**config.mk**
```make
export PLATFORM = sky130hd
export DESIGN_NAME = idex_operand_stage
export DESIGN_NICKNAME = d
export VERILOG_FILES = /design/src/rtl/idex_operand_stage.sv
export SDC_FILE = /design/constraint.sdc
export NUM_CORES = 1
export LEC_CHECK = 0
export ABC_AREA = 1
export BUFFER_PORTS_ARGS = -buffer_cell sky130_fd_sc_hd__buf_2
export CAP_MARGIN = 20
export CORE_MARGIN = 3
export CORE_UTILIZATION = 47
export DETAILED_ROUTE_END_ITERATION = 8
export PLACE_DENSITY = 0.8
export SYNTH_ARGS = -nofsm -noshare
export SYNTH_HDL_FRONTEND = slang
export SYNTH_HIERARCHICAL = 1
export SYNTH_SLANG_ARGS = --single-unit
export TNS_END_PERCENT = 30
```
**constraint.sdc**
```tcl
create_clock -name clk -period 1.5 [get_ports clk]
set_input_delay 0.075 -clock clk [delete_from_list [all_inputs] [get_ports clk]]
set_output_delay 0.075 -clock clk [all_outputs]
set_load 0.03 [all_outputs]
```
**src/rtl/idex_operand_stage.sv**
```systemverilog
// ID/EX operand stage: one-deep pipeline register ahead of the ALU.
// Captures a decoded beat, resolves EX/MEM and MEM/WB forwarding on the held
// source operands, and stalls for one cycle on a load-use dependency.

// Forwarding mux for one source operand. EX/MEM has priority over MEM/WB,
// and x0 is never forwarded because it is hard-wired to zero.
module idex_fwd_unit #(
  parameter int DATA_WIDTH = 32,
  parameter int ADDR_WIDTH = 5
) (
  input  logic [ADDR_WIDTH-1:0] src_addr_i,
  input  logic [DATA_WIDTH-1:0] reg_data_i,
  input  logic [ADDR_WIDTH-1:0] exmem_rd_i,
  input  logic                  exmem_regwrite_i,
  input  logic [DATA_WIDTH-1:0] exmem_result_i,
  input  logic [ADDR_WIDTH-1:0] memwb_rd_i,
  input  logic                  memwb_regwrite_i,
  input  logic [DATA_WIDTH-1:0] memwb_result_i,
  output logic [DATA_WIDTH-1:0] fwd_data_o
);
  logic src_nz;
  assign src_nz = (src_addr_i != '0);

  // Pick the youngest in-flight producer of this source, else the regfile value.
  always_comb begin
    fwd_data_o = reg_data_i;
    if (src_nz && exmem_regwrite_i && (exmem_rd_i == src_addr_i))
      fwd_data_o = exmem_result_i;
    else if (src_nz && memwb_regwrite_i && (memwb_rd_i == src_addr_i))
      fwd_data_o = memwb_result_i;
  end
endmodule

module idex_operand_stage #(
  parameter int DATA_WIDTH = 32,
  parameter int ADDR_WIDTH = 5
) (
  input  logic                  clk,
  input  logic                  rst_n,
  input  logic                  in_valid_i,
  output logic                  in_ready_o,
  input  logic [DATA_WIDTH-1:0] rs1_data_i,
  input  logic [DATA_WIDTH-1:0] rs2_data_i,
  input  logic [DATA_WIDTH-1:0] imm_i,
  input  logic [DATA_WIDTH-1:0] pc_i,
  input  logic [ADDR_WIDTH-1:0] rs1_addr_i,
  input  logic [ADDR_WIDTH-1:0] rs2_addr_i,
  input  logic [ADDR_WIDTH-1:0] rd_addr_i,
  input  logic [2:0]            alu_ctrl_i,
  input  logic                  alusrc_a_i,
  input  logic                  alusrc_b_i,
  input  logic                  reg_write_i,
  input  logic                  mem_read_i,
  input  logic                  mem_write_i,
  input  logic                  flush_i,
  input  logic [ADDR_WIDTH-1:0] exmem_rd_i,
  input  logic                  exmem_regwrite_i,
  input  logic [DATA_WIDTH-1:0] exmem_result_i,
  input  logic [ADDR_WIDTH-1:0] memwb_rd_i,
  input  logic                  memwb_regwrite_i,
  input  logic [DATA_WIDTH-1:0] memwb_result_i,
  input  logic                  out_ready_i,
  output logic                  out_valid_o,
  output logic [DATA_WIDTH-1:0] alu_op1_o,
  output logic [DATA_WIDTH-1:0] alu_op2_o,
  output logic [2:0]            alu_ctrl_o,
  output logic [DATA_WIDTH-1:0] store_data_o,
  output logic [DATA_WIDTH-1:0] pc_o,
  output logic [ADDR_WIDTH-1:0] rd_addr_o,
  output logic                  reg_write_o,
  output logic                  mem_read_o,
  output logic                  mem_write_o
);
  localparam int NUM_SRC = 2;  // index 0 = rs1, 1 = rs2

  // Non-operand fields of a held instruction.
  typedef struct packed {
    logic [DATA_WIDTH-1:0] pc;
    logic [DATA_WIDTH-1:0] imm;
    logic [ADDR_WIDTH-1:0] rd;
    logic [2:0]            ctrl;
    logic                  src_a;
    logic                  src_b;
    logic                  rw;
    logic                  mr;
    logic                  mw;
  } idex_beat_t;

  logic                                 valid_q, valid_d;
  idex_beat_t                           beat_q, beat_d;
  logic [NUM_SRC-1:0][DATA_WIDTH-1:0]   rs_data_q, rs_data_d;
  logic [NUM_SRC-1:0][ADDR_WIDTH-1:0]   rs_addr_q, rs_addr_d;
  logic [NUM_SRC-1:0][DATA_WIDTH-1:0]   rs_data_in;
  logic [NUM_SRC-1:0][ADDR_WIDTH-1:0]   rs_addr_in;
  logic [NUM_SRC-1:0][DATA_WIDTH-1:0]   fwd_data;
  idex_beat_t                           beat_in;
  logic                                 hazard;
  logic                                 fire;

  assign rs_data_in = {rs2_data_i, rs1_data_i};
  assign rs_addr_in = {rs2_addr_i, rs1_addr_i};

  assign beat_in = '{pc: pc_i, imm: imm_i, rd: rd_addr_i, ctrl: alu_ctrl_i,
                     src_a: alusrc_a_i, src_b: alusrc_b_i,
                     rw: reg_write_i, mr: mem_read_i, mw: mem_write_i};

  // Load-use: the held load's data is not ready for the incoming beat yet.
  // Both sources are compared even if the ALU ignores one, keeping the check cheap.
  assign hazard = valid_q && beat_q.mr && (beat_q.rd != '0) &&
                  ((beat_q.rd == rs1_addr_i) || (beat_q.rd == rs2_addr_i));

  assign in_ready_o = (!valid_q || out_ready_i) && !hazard;
  assign fire       = in_valid_i && in_ready_o;

  for (genvar gi = 0; gi < NUM_SRC; gi++) begin : g_fwd
    idex_fwd_unit #(
      .DATA_WIDTH (DATA_WIDTH),
      .ADDR_WIDTH (ADDR_WIDTH)
    ) u_fwd (
      .src_addr_i       (rs_addr_q[gi]),
      .reg_data_i       (rs_data_q[gi]),
      .exmem_rd_i       (exmem_rd_i),
      .exmem_regwrite_i (exmem_regwrite_i),
      .exmem_result_i   (exmem_result_i),
      .memwb_rd_i       (memwb_rd_i),
      .memwb_regwrite_i (memwb_regwrite_i),
      .memwb_result_i   (memwb_result_i),
      .fwd_data_o       (fwd_data[gi])
    );
  end

  // Next-state: flush beats everything, then accept, then drain, else hold.
  // While stalled, operands absorb forwarded values so a producer that retires
  // out of MEM/WB during the stall is not lost.
  always_comb begin
    valid_d   = valid_q;
    beat_d    = beat_q;
    rs_data_d = rs_data_q;
    rs_addr_d = rs_addr_q;
    if (flush_i) begin
      valid_d = 1'b0;
    end else if (fire) begin
      valid_d   = 1'b1;
      beat_d    = beat_in;
      rs_data_d = rs_data_in;
      rs_addr_d = rs_addr_in;
    end else if (out_ready_i) begin
      valid_d = 1'b0;
    end else if (valid_q) begin
      rs_data_d = fwd_data;
    end
  end

  // Pipeline register; async reset clears valid and every captured field.
  always_ff @(posedge clk or negedge rst_n) begin
    if (!rst_n) begin
      valid_q   <= 1'b0;
      beat_q    <= '0;
      rs_data_q <= '0;
      rs_addr_q <= '0;
    end else begin
      valid_q   <= valid_d;
      beat_q    <= beat_d;
      rs_data_q <= rs_data_d;
      rs_addr_q <= rs_addr_d;
    end
  end

  assign out_valid_o  = valid_q;
  assign alu_op1_o    = beat_q.src_a ? beat_q.pc  : fwd_data[0];
  assign alu_op2_o    = beat_q.src_b ? beat_q.imm : fwd_data[1];
  assign store_data_o = fwd_data[1];
  assign alu_ctrl_o   = beat_q.ctrl;
  assign pc_o         = beat_q.pc;
  assign rd_addr_o    = beat_q.rd;
  assign reg_write_o  = beat_q.rw && valid_q;
  assign mem_read_o   = beat_q.mr && valid_q;
  assign mem_write_o  = beat_q.mw && valid_q;
endmodule

```
==> results by group <==
Status
  • Status: finished, violations left
  • Failing checks: setup timing

Floorplan
  • Std cell rows: 54
  • Core ar.: 22230 µm²
  • Die W: 157.6 µm
  • Die Height: 157.6 µm
  • Ports: 373
  • Die footprint: 24840 µm²
  • Initial core utilization: 48.59%

CTS
  • TritonCTS clock tree: built
  • Clk pin slew, worst setup/hold paths: 0.07 ns
  • CTS HTree Levels: 4
  • CTS Buf Count: 17
  • Longest Clk Path Bufs: 2
  • CTS Root Cell: clkbuf_16
  • CTS Sinks: 152
  • Worst skew pair latency: 0.43 ns

Global routing
  • Aggregate global routing overflow: 0
  • First-pass GRT wire length: 67.85 mm
  • Largest net degree at the start of global routing: 53
  • Initial antenna violation count: 3
  • GRT Overall Usage: 34.79%
  • Vias in the first global route: 12830

Route
  • Initial DRC Count: 1464
  • Antenna-violating nets left: 0
  • Drt total wl: 49.78 mm
  • Avg WL per Cell: 20.20 µm
  • DR vias: 13750
  • DRC viols: 0
  • Vias/cell: 5.579
  • Initial DRT Pass Iterations: 6

Finish
  • Share of cells above drive strength 1: 41.80%
  • Fin nets: 2402
  • Cell Count, Final, Fillers Out: 2465
  • Multi-input combinational cell area: 6706 µm²
  • Storage element area: 3805 µm²
  • Number of fillers in the final layout: 1430
  • Syn-to-layout area delta: 63.57%

Power
  • Peak VDD IR: 0.8049 mV
  • Lkg Pwr: 9.534 nW
  • Pwr dens: 1238 nW/µm²

Synthesis
  • Syn Area/Cell: 6.449 µm²
  • Synth Area in Compound Gates: 6.649%
  • Synth area leaders: dfrtp_1 (35%), nand2_1 (24%), nand3_1 (9.0%)
  • Library cells used by synthesis: 26
  • Largest family of logic cells by synthesized area: simple AND/OR/NAND/NOR gates
  • Warning count from the yosys run: 6
  • Mapped cell area: 10800 µm²
  • Post-synthesis mux area share: 0%
  • Top FF cell, synth: dfrtp_1
  • Most frequent cells after synthesis: nand2_1 (680), inv_1 (223), nand3_1 (195), dfrtp_1 (152), o21ai_0 (76)
  • Largest area contributor in the netlist: dfrtp_1
  • Top-count cell post-synth: nand2_1
  • Adder-cell share of the synthesized area: 0%
  • Post-Synth Simple-Gate Area: 40.23%
  • Post-synth EDFFs: 0
  • Synthesized Nets: 1907
  • #FFs+latches synth: 152
  • Post-synthesis instance total: 1675
  • Post-Synth XOR/XNOR Area: 0.6487%
  • Post-synthesis sequential area ratio: 35.21%
  • FFs w/ async S/R, synth: 100.0%
  • Synth top area share: 35.21%

Timing
  • Slew Limit Fails: 0
  • Final Cycle Share: 158.1%
  • Final hold vios: 0
  • Worst slew pin tran: 0.5121 ns
  • Setup violations, final: 249
  • Final WS setup: -0.8719 ns
  • Peak Freq: 0.4216 GHz
  • Sum of negative setup slack: -129.97 ns
  • Final min period: 2.372 ns
  • Clock skew: 0.01070 ns
  • RSZ-0062 raised after global routing: yes
  • Hold_ws: 0.01038 ns
  • Max transition margin: 65.86%

Worst setup path
  • FF-to-FF path depth: 18
  • Crit path cell chain: buf_4 -> nand2_2 -> nand2_2 -> inv_2 -> nand2_4 -> nor2_8 -> buf_12 -> nand3_1 -> nand3_2 -> nand2_4 -> buf_4 -> buf_4
  • Worst path depth: 12
  • CP max-delay cell: dfrtp_1
  • Arr. time, crit path: 2.30 ns
  • Max Fanout on Critical Path: 21
  • Worst setup SP type: register
  • CP Class: reg -> out
  • Worst Path Required: 1.42 ns
  • Critical path's top delay family: buffers and inverters
  • CP Buf/Inv Count: 5
  • Critical Path End Type: primary output
  • Max incr delay on CP: 0.40 ns
  • Cell repeated most along the worst path: buf_4

Place
  • Final RePlAce weighted congestion: 0.9429
  • Buffers added on ports: 372
  • Worst slack, placed: -0.3547 ns
  • HPWL Detailed: 31.24 mm
  • DP Cell Count: 2288

Flow run
  • MaxCap Viol Count: 0

Hold path
  • WHS Path Cells: 5
  • Worst hold path class: in -> reg
-- worst register-to-register path, cell delays in order, from the launching register on --
cell	delay, ns
dfrtp_1	0.43
inv_2	0.12
nand3_2	0.10
nor2_4	0.15
buf_6	0.13
nor2_8	0.05
nand2_4	0.10
buf_12	0.15
nand2_1	0.08
nand3_2	0.07
nand2_2	0.07
buf_4	0.13
buf_4	0.12
buf_4	0.12
buf_4	0.12
nand2_1	0.05
nand2_1	0.04
nand2_1	0.06
nand2_1	0.05
-- repair_timing --
action                                  CTS  global route
hold buffers                             88             0
resized for setup                       207           300
hold endpoints to repair                227             0
endpoints found under the setup margin  249           249
cloned                                    4             6
setup buffers                            14            32
pin swaps                                17           107
-- final timing paths --
check	startpoint	slack [ns]	endpoint
hold / removal	rs2_data_i[6]	0.01	rs_data_q[38]$_DFFE_PN0P_
max in group asynchronous	rst_n	0.74	beat_q[16]$_DFFE_PN0P_
hold reg to reg	alu_ctrl_o[2]$_DFFE_PN0P_	0.49	alu_ctrl_o[2]$_DFFE_PN0P_
setup / recovery	rs_addr_q[6]$_DFFE_PN0P_	-0.87	store_data_o[7]
min in group asynchronous	rst_n	0.16	pc_o[16]$_DFFE_PN0P_
setup reg to reg	rs_addr_q[3]$_DFFE_PN0P_	-0.74	rs_data_q[1]$_DFFE_PN0P_
-- cells in the final DEF (no fill, tap or decap), drive strengths merged --
master       synthesis  routed
diode                0       3
nand3              200     200
nor2                21      21
dlygate4sd3          0      88
buf                111     534
a21boi               1       1
bufinv               0       4
dfrtp              152     152
nand2              692     692
or2                  2       2
nand4               68      68
inv                236     240
clkinvlp             0       2
xnor2                8       8
clkinv               2       5
clkbuf              40      23
o21ai              142     142
-- report_power, final --
group,switching [W],internal [W],total [W]
Clock,0.00194,0.00285,0.00479
Combinational,0.00698,0.00470,0.0117
Sequential,0.000501,0.00490,0.00540
-- through the flow --
step                      cell area (µm²)  total power, W  util (%)
after detailed placement            13760         0.01392     61.89
after CTS                           16110         0.01976     72.48
after global routing                17660         0.02277     79.46
after floorplan                     11290         0.01132         -
after global placement              13760         0.01378     61.89
final                               17670         0.02187     79.48
-- layer usage --
layer / routed length, µm / GRT usage [%] / up-vias
met1: 18270 / 42.87 / 6379
met2: 23860 / 58.50 / 931
met3: 4706 / 8.065 / 255
li1: - / - / 6183
met5: 27 / 0 / -
met4: 2917 / 15.33 / 4
-- cells by family (layout without fill, tap and decap cells) --
group,after synthesis,in the layout
other,0,3
DFF,152,152
AOI/OAI and AO/OA,143,143
and+or+nand+nor,983,983
buffers and inverters,389,896
xor gates and xnor gates,8,8
-- state kept, by name, summed over array words and instances, names as in the netlist --
register     cells
rs_addr_q       10
rs_data_q       64
pc_o            32
out_valid_o      1
rd_addr_o        5
beat_q          37
alu_ctrl_o       3
-- cell type report --
| type | instances | share of cell area [%] |
|---|---|---|
| diodes | 3 | 0.04249 |
| clock buffers | 18 | 2.486 |
| clock inverters | 13 | 1.091 |
| inverters | 238 | 5.134 |
| multi-input cells | 1134 | 37.96 |
| flip-flops and latches | 152 | 21.54 |
| well taps | 280 | 1.983 |
| repair buffers | 627 | 29.77 |
No activity file was read; power rests on OpenSTA's default activity.
